**config.mk**
```make
export PLATFORM = sky130hd
export DESIGN_NAME = imgproc_ctrl_flat
export DESIGN_NICKNAME = d
export VERILOG_FILES = /design/src/rtl/imgproc_ctrl_if.sv /design/src/rtl/imgproc_ctrl.sv /design/src/flat_wrapper.sv
export SDC_FILE = /design/constraint.sdc
export NUM_CORES = 1
export LEC_CHECK = 0
export CAP_MARGIN = 5
export CORE_MARGIN = 2
export CORE_UTILIZATION = 42
export DETAILED_ROUTE_END_ITERATION = 10
export GPL_TIMING_DRIVEN = 0
export HOLD_SLACK_MARGIN = 0.03
export PLACE_DENSITY = 0.65
export SETUP_SLACK_MARGIN = 0.3
export SKIP_CTS_REPAIR_TIMING = 1
export SLEW_MARGIN = 20
export SYNTH_ARGS = -nofsm -noshare
export SYNTH_HDL_FRONTEND = slang
export SYNTH_SLANG_ARGS = --single-unit
export TNS_END_PERCENT = 20
```
**constraint.sdc**
```tcl
create_clock -name iCLK -period 6.5 [get_ports iCLK]
set_input_delay 1.3 -clock iCLK [delete_from_list [all_inputs] [get_ports iCLK]]
set_output_delay 1.3 -clock iCLK [all_outputs]
set_load 0.01 [all_outputs]
```
**src/rtl/imgproc_ctrl_if.sv**
```systemverilog
// Bus between the CCD capture block, the Sobel frame sequencer and the convolution datapath.
// The master drives frame/pixel valid and the kernel request; the slave (imgproc_ctrl) returns the rest.
interface imgproc_ctrl_if;
    logic        iFVAL;
    logic        iDVAL;
    logic        iSW;
    logic        oMODE;
    logic        oPIX_VAL;
    logic [15:0] oX_Cont;
    logic [15:0] oY_Cont;
    logic        oWIN_VALID;
    logic [1:0]  oSTATE;
    logic        oFRAME_DONE;
    logic        oSHORT;
    logic        oOVF;
    logic [15:0] oFRAME_CNT;

    modport master (
        output iFVAL, iDVAL, iSW,
        input  oMODE, oPIX_VAL, oX_Cont, oY_Cont, oWIN_VALID,
        input  oSTATE, oFRAME_DONE, oSHORT, oOVF, oFRAME_CNT
    );

    modport slave (
        input  iFVAL, iDVAL, iSW,
        output oMODE, oPIX_VAL, oX_Cont, oY_Cont, oWIN_VALID,
        output oSTATE, oFRAME_DONE, oSHORT, oOVF, oFRAME_CNT
    );
endinterface

```
**src/rtl/imgproc_ctrl.sv**
```systemverilog
// Frame-level sequencer for the Sobel edge datapath: tracks pixel coordinates, primes the
// line buffers (FILL), runs steady state (RUN), and reports frame completion and size errors.
module imgproc_ctrl #(
    parameter int IMG_W = 640,
    parameter int IMG_H = 480
) (
    input  logic          iCLK,
    input  logic          iRST,
    imgproc_ctrl_if.slave bus
);

    typedef enum logic [1:0] {
        IDLE = 2'd0,
        FILL = 2'd1,
        RUN  = 2'd2,
        DONE = 2'd3
    } stateT;

    localparam logic [15:0] LAST_X = 16'(IMG_W - 1);
    localparam logic [15:0] LAST_Y = 16'(IMG_H - 1);

    stateT       state;
    logic        fvalQ;
    logic [15:0] nx;
    logic [15:0] ny;
    logic        frameFull;

    assign bus.oSTATE = state;

    // fvalQ resets high so a frame already running at reset release is not mistaken for a new one.
    always_ff @(posedge iCLK or negedge iRST) begin
        if (!iRST) begin
            state           <= IDLE;
            fvalQ           <= 1'b1;
            nx              <= 16'd0;
            ny              <= 16'd0;
            frameFull       <= 1'b0;
            bus.oMODE       <= 1'b0;
            bus.oPIX_VAL    <= 1'b0;
            bus.oX_Cont     <= 16'd0;
            bus.oY_Cont     <= 16'd0;
            bus.oWIN_VALID  <= 1'b0;
            bus.oFRAME_DONE <= 1'b0;
            bus.oSHORT      <= 1'b0;
            bus.oOVF        <= 1'b0;
            bus.oFRAME_CNT  <= 16'd0;
        end else begin
            fvalQ           <= bus.iFVAL;
            bus.oPIX_VAL    <= 1'b0;
            bus.oWIN_VALID  <= 1'b0;
            bus.oFRAME_DONE <= 1'b0;

            case (state)
                IDLE: begin
                    if (bus.iFVAL && !fvalQ) begin
                        state      <= FILL;
                        bus.oMODE  <= bus.iSW;
                        nx         <= 16'd0;
                        ny         <= 16'd0;
                        frameFull  <= 1'b0;
                        bus.oSHORT <= 1'b0;
                        bus.oOVF   <= 1'b0;
                    end
                end

                FILL, RUN: begin
                    if (!bus.iFVAL) begin
                        state           <= DONE;
                        bus.oFRAME_DONE <= 1'b1;
                        bus.oFRAME_CNT  <= bus.oFRAME_CNT + 16'd1;
                        bus.oSHORT      <= !frameFull;
                    end else if (bus.iDVAL) begin
                        if (frameFull) begin
                            bus.oOVF <= 1'b1;
                        end else begin
                            bus.oPIX_VAL   <= 1'b1;
                            bus.oX_Cont    <= nx;
                            bus.oY_Cont    <= ny;
                            bus.oWIN_VALID <= (nx >= 16'd2) && (ny >= 16'd2);
                            // Two complete lines are buffered once the last pixel of row 1 arrives.
                            if (state == FILL && nx == LAST_X && ny == 16'd1) begin
                                state <= RUN;
                            end
                            if (nx == LAST_X) begin
                                nx <= 16'd0;
                                if (ny == LAST_Y) begin
                                    frameFull <= 1'b1;
                                end else begin
                                    ny <= ny + 16'd1;
                                end
                            end else begin
                                nx <= nx + 16'd1;
                            end
                        end
                    end
                end

                DONE: begin
                    state <= IDLE;
                end

                default: begin
                    state <= IDLE;
                end
            endcase
        end
    end

endmodule

```
**src/flat_wrapper.sv**
```systemverilog
// flat-port wrapper written by rule: the top's interface ports become plain ports
module imgproc_ctrl_flat 
#(
    parameter int IMG_W = 640,
    parameter int IMG_H = 480
)
  (iCLK, iRST, bus_iFVAL, bus_iDVAL, bus_iSW, bus_oMODE, bus_oPIX_VAL, bus_oX_Cont, bus_oY_Cont, bus_oWIN_VALID, bus_oSTATE, bus_oFRAME_DONE, bus_oSHORT, bus_oOVF, bus_oFRAME_CNT);
  imgproc_ctrl_if bus_i ();
  input  logic iCLK;
  input  logic iRST;
  input wire logic [$bits(bus_i.iFVAL)-1:0] bus_iFVAL;
  input wire logic [$bits(bus_i.iDVAL)-1:0] bus_iDVAL;
  input wire logic [$bits(bus_i.iSW)-1:0] bus_iSW;
  output wire logic [$bits(bus_i.oMODE)-1:0] bus_oMODE;
  output wire logic [$bits(bus_i.oPIX_VAL)-1:0] bus_oPIX_VAL;
  output wire logic [$bits(bus_i.oX_Cont)-1:0] bus_oX_Cont;
  output wire logic [$bits(bus_i.oY_Cont)-1:0] bus_oY_Cont;
  output wire logic [$bits(bus_i.oWIN_VALID)-1:0] bus_oWIN_VALID;
  output wire logic [$bits(bus_i.oSTATE)-1:0] bus_oSTATE;
  output wire logic [$bits(bus_i.oFRAME_DONE)-1:0] bus_oFRAME_DONE;
  output wire logic [$bits(bus_i.oSHORT)-1:0] bus_oSHORT;
  output wire logic [$bits(bus_i.oOVF)-1:0] bus_oOVF;
  output wire logic [$bits(bus_i.oFRAME_CNT)-1:0] bus_oFRAME_CNT;
  assign bus_i.iFVAL = bus_iFVAL;
  assign bus_i.iDVAL = bus_iDVAL;
  assign bus_i.iSW = bus_iSW;
  assign bus_oMODE = bus_i.oMODE;
  assign bus_oPIX_VAL = bus_i.oPIX_VAL;
  assign bus_oX_Cont = bus_i.oX_Cont;
  assign bus_oY_Cont = bus_i.oY_Cont;
  assign bus_oWIN_VALID = bus_i.oWIN_VALID;
  assign bus_oSTATE = bus_i.oSTATE;
  assign bus_oFRAME_DONE = bus_i.oFRAME_DONE;
  assign bus_oSHORT = bus_i.oSHORT;
  assign bus_oOVF = bus_i.oOVF;
  assign bus_oFRAME_CNT = bus_i.oFRAME_CNT;
  imgproc_ctrl #(.IMG_W(IMG_W), .IMG_H(IMG_H)) u_core (.iCLK(iCLK), .iRST(iRST), .bus(bus_i));
endmodule
```
Word level (Yosys, flattened, before mapping)
Cells that the tools add are included. W data, S select, Z words.

Equal/unequal tests: 17. Reduce and logical (&&, ||, !) cells: 18. Bitwise operators: 2. Muxes and demuxes: 41. Magnitude comparators: 2. Add/subtract/negate cells: 3.

Operators with widths (count): $mux W16 (10); $pmux W16 S2 (2); $add A16 B1 Y16 const B (3); $ge A16 B2 Y1 const B (2); $mux W1 (20); $eq A16 B1 Y1 const B (1); $eq A16 B10 Y1 const B (1); $eq A16 B9 Y1 const B (1); $reduce_and A4 Y1 (3); $mux W2 (5); $ne A2 B2 Y1 const B (5); $reduce_and A5 Y1 (2); $reduce_and A7 Y1 (1); $ne A2 B1 Y1 const B (3); $ne A3 B3 Y1 const B (2); $pmux W1 S2 (3); $pmux W2 S3 (1); $eq A2 B2 Y1 const B (2); $logic_and A1 B1 Y1 (4); $reduce_and A2 Y1 (2); $ne A3 B2 Y1 const B (1); $reduce_and A3 Y1 (1); $eq A2 B1 Y1 const B (1); $logic_not A1 Y1 (2); other kinds (4) (5).

Register bits: 90. Input port bits: 5.

Longest topological paths before layout
Word-level depth: 8. Depth in mapped cells: 9. Gate-level depth less buffers: 7.

Worst setup path before layout
Ideal clock, no wire load.

Path type: input port to flip-flop. From: input bus_iFVAL. To: register u_core.ny[8]. Cell stages on the path: 6. Required time: 6.368 ns. Buffers on the path: 1. Arrival time: 2.461 ns. Setup slack: 3.907 ns. Path through: nand3b_2 -> a221o_1 -> buf_6 -> nor4_2 -> xnor2_1 -> nor2_1.

Word-level cells in the longest chain between the ends: 3. Elaborated cells on any way between the ends: 4. Those cells by class: 2 x eq/ne; 2 x reduce/logical.

RTL lines: start: declaration (RTL line flat_wrapper.sv:11) `input wire logic [$bits(bus_i.iFVAL)-1:0] bus_iFVAL;`; $logic_and A1 B1 Y1 (RTL line imgproc_ctrl.sv:55) `if (bus.iFVAL && !fvalQ) begin`; $ne A2 B1 Y1 (no source line); $reduce_and A7 Y1 (no source line) (*); end signal: assignment (RTL line imgproc_ctrl.sv:89) `ny <= ny + 16'd1;`; end: declaration (RTL line imgproc_ctrl.sv:25) `logic [15:0] ny;`.

Every way passes the cells marked *; elsewhere a longest branch is shown, timed or not. A chain may end at the register's enable or synchronous reset.

Final worst setup path
From: input bus_iFVAL. To: register u_core.ny[15].

The elaborated chain is that of the path after synthesis.

==> qor.txt <==
status -> completed
core area -> 9864 sq um
internal power -> 1.069 mW
htree depth -> 3
WS Path Type -> in2reg
Synth Net Count -> 393
Die Height -> 105.1 um
Worst Tran Pin Value -> 599.0 ps
post-synth cell types -> 45
clock slew at reported path FFs -> 90 ps
Final Critical Period -> 3216 ps
Layout Skew -> 13.27 ps
Die X -> 105.1 um
share of layout cells above drive strength 1 -> 14.54%
largest net degree at the start of global routing -> 63
Leakage -> 2.282 nW
Setup Viol. Count Final -> 0
FMAX -> 310.9 MHz
crit path capture type -> flip-flop
worst slew margin relative to its limit -> 59.99%
PortBufs -> 60
WL met3 -> 355 um
DRC -> 0
Final period util -> 49.48%
drt wl/cell -> 15.27 um
Initial DRT Pass Iterations -> 4
I/O pins -> 61
Max Root-Sink Buffers -> 2
global route overflow -> 0
Crit path arrival time -> 3500 ps
crit-path max FO -> 10
gpl congestion -> 0.8224
Post-synth EDFFs -> 0
Gate power share -> 40.2%
Root Buffer Master -> clkbuf_8
HP Class -> reg2reg
Sink Count -> 90
Tot GR Track Use -> 17.49%
cts bufs inserted -> 9
Yosys top cell area share -> 51.90%
Worst Setup SP -> bus_iFVAL
Initial Util -> 43.51%
vias in the first global route -> 3120
R2R Path Start -> u_core.bus.oSTATE[0]
dominant synthesized flop cell -> dfrtp_1
Clk pwr share -> 18.7%
fin. max-slew vios -> 0
Worst setup SP type -> input port
Max Cap Viol -> 0
Area Growth Syn to Fin -> 22.13%
synth top area cells -> dfrtp_1 52%, mux2_2 8.1%, xnor2_1 5.3%
post-synthesis cell count -> 378
Vias -> 3098
worst reg2reg setup slack -> 3930 ps
vias per cell -> 5.278
initial antenna violation count -> 0
register area share after synthesis -> 52.51%
RSZ-0062 raised after global routing -> false
Antenna diodes -> 0
Nets -> 465
Skew-Pair Late Insertion Delay -> 360 ps
worst r2r dst -> u_core.ny[15]
pwr/cell area -> 335.3 nW/um^2
Post-Route WL -> 8966 um
Final Hold Vio Count -> 0
met2 wire length -> 4308 um
ANT nets after route -> 0
Yosys reg bits -> 90
hold slack final -> 480.6 ps
Max VDD drop -> 202.0 uV
Psw -> 0.6885 mW
DRT met1 WL -> 4222 um
ys async rst share -> 100.0%
mapped cell area -> 4292 sq um
Synth Warn # -> 0
violation count after the first detailed-route iteration -> 157
syn avg cell area -> 11.35 sq um
Yosys top cell by area -> dfrtp_1
Worst Path Required -> 6780 ps
DIE AREA -> 11040 sq um
sequential share of power -> 41.1%
CTS tree -> built
Sw Share -> 39.18%
global-route wire length before repair -> 15570 um
# rows -> 36
uppermost layer routed -> met4
Reg2Reg Depth -> 7
worst setup path end -> u_core.ny[15]
post-DP HPWL -> 6306 um
Post-Route Setup TNS -> 0 ps
Yosys cell counts (2+ instances only):
library cell / instances
o21ai_0: 9
ha_1: 10
clkbuf_1: 14
o31ai_1: 3
nor4_2: 8
nand3_1: 16
nand2b_1: 4
and3_1: 8
nand2_1: 26
xor2_1: 12
mux2_2: 31
dfrtp_1: 89
buf_2: 4
nand4_1: 18
nor2_1: 32
xnor2_1: 26
nor4_1: 7
and4_1: 8
mux2i_1: 4
nor3_1: 8
or3_1: 2
a21oi_1: 7
inv_1: 10
cell usage in the layout, fill, tap and decap left out, drive strengths merged, types with 2 or more instances in the layout:
cell type	instances
buf	8
nor4	15
inv	10
clkdlybuf4s50	59
nor4b	2
clkbuf	27
clkinvlp	2
xor2	12
a21oi	7
dfrtp	89
ha	10
nand2	26
o31ai	3
or3	2
mux2i	4
xnor2	26
mux2	31
nor3	8
nor2	32
and3	8
nand3	16
o21ai	9
nand4	19
nand2b	4
and4	8
cell type report:
type	instances	area [sq um]
Buffer	20	91.34
Clock buffer	13	138.9
Clock inverter	2	15.01
Fill cell	887	4623
Inverter	10	37.54
Multi-Input combinational cell	258	1909
Sequential cell	90	2253
Tap cell	133	166.4
Timing Repair Buffer	61	629.4
stage by stage:
stage          setup WS (ps)  power, mW  util (%)  cells  instance area (sq um)
4_1_cts                 3263      1.776     53.13    587                   5241
5_1_grt                 3066      1.880     53.13    587                   5241
6_report                3284      1.757     53.13    587                   5241
3_5_place_dp            2887      1.444     51.57    572                   5087
2_1_floorplan           3907      1.165         -    378                   4292
3_3_place_gp           833.1      1.427     51.28    571                   5059
critical path: stages:
cell,delay (ps)
clkdlybuf4s50_1,670
nand2b_1,240
a221oi_4,570
nand4_4,180
or3_1,380
a21oi_1,150
kinds of logic after synthesis:
| group | Yosys count | synth area share [%] |
|---|---|---|
| DFF | 90 | 52.51 |
| xor gates and xnor gates | 38 | 7.755 |
| buffers and inverters | 30 | 3.003 |
| and+or+nand+nor | 144 | 19.27 |
| muxes | 35 | 9.067 |
| adders and majority gates | 10 | 2.915 |
| AOI/OAI and AO/OA | 31 | 5.481 |
worst min-delay path by stage:
stage,start,to,slack (ps),depth (start not counted)
finish,u_core.bus.oFRAME_CNT[15],u_core.bus.oFRAME_CNT[15],480,1
floorplan,u_core.frameFull,u_core.frameFull,500,1
CTS,u_core.bus.oFRAME_CNT[15],u_core.bus.oFRAME_CNT[15],480,1
global placement,u_core.bus.oFRAME_CNT[15],u_core.bus.oFRAME_CNT[15],460,1
detailed placement,u_core.bus.oFRAME_CNT[15],u_core.bus.oFRAME_CNT[15],470,1
global route,u_core.bus.oFRAME_CNT[15],u_core.bus.oFRAME_CNT[15],500,1
registers in the layout (all words and copies together) (netlist names):
name	cells
u_core.fvalQ	1
u_core.bus.oFRAME_CNT	16
u_core.bus.oSHORT	1
u_core.bus.oWIN_VALID	1
u_core.bus.oY_Cont	16
u_core.bus.oOVF	1
u_core.bus.oFRAME_DONE	1
u_core.bus.oX_Cont	16
u_core.ny	16
u_core.bus.oPIX_VAL	1
u_core.bus.oSTATE	2
u_core.frameFull	1
u_core.bus.oMODE	1
u_core.nx	16
per-layer routing:
layer | global-route usage, % | vias up
li1 | - | 1491
met1 | 23.89 | 1538
met2 | 27.55 | 63
met3 | 4.304 | 6
met4 | 5.238 | 0
met5 | 0 | -
power groups by stage:
stage               Clock [mW]  Sequential [mW]  Combinational, mW
finish                   0.329            0.722              0.706
global route             0.362            0.739              0.779
CTS                      0.338            0.723              0.716
detailed placement           0            0.733              0.712
global placement             0            0.730              0.696
floorplan                    0            0.744              0.421
No activity file was read; power rests on OpenSTA's default activity.
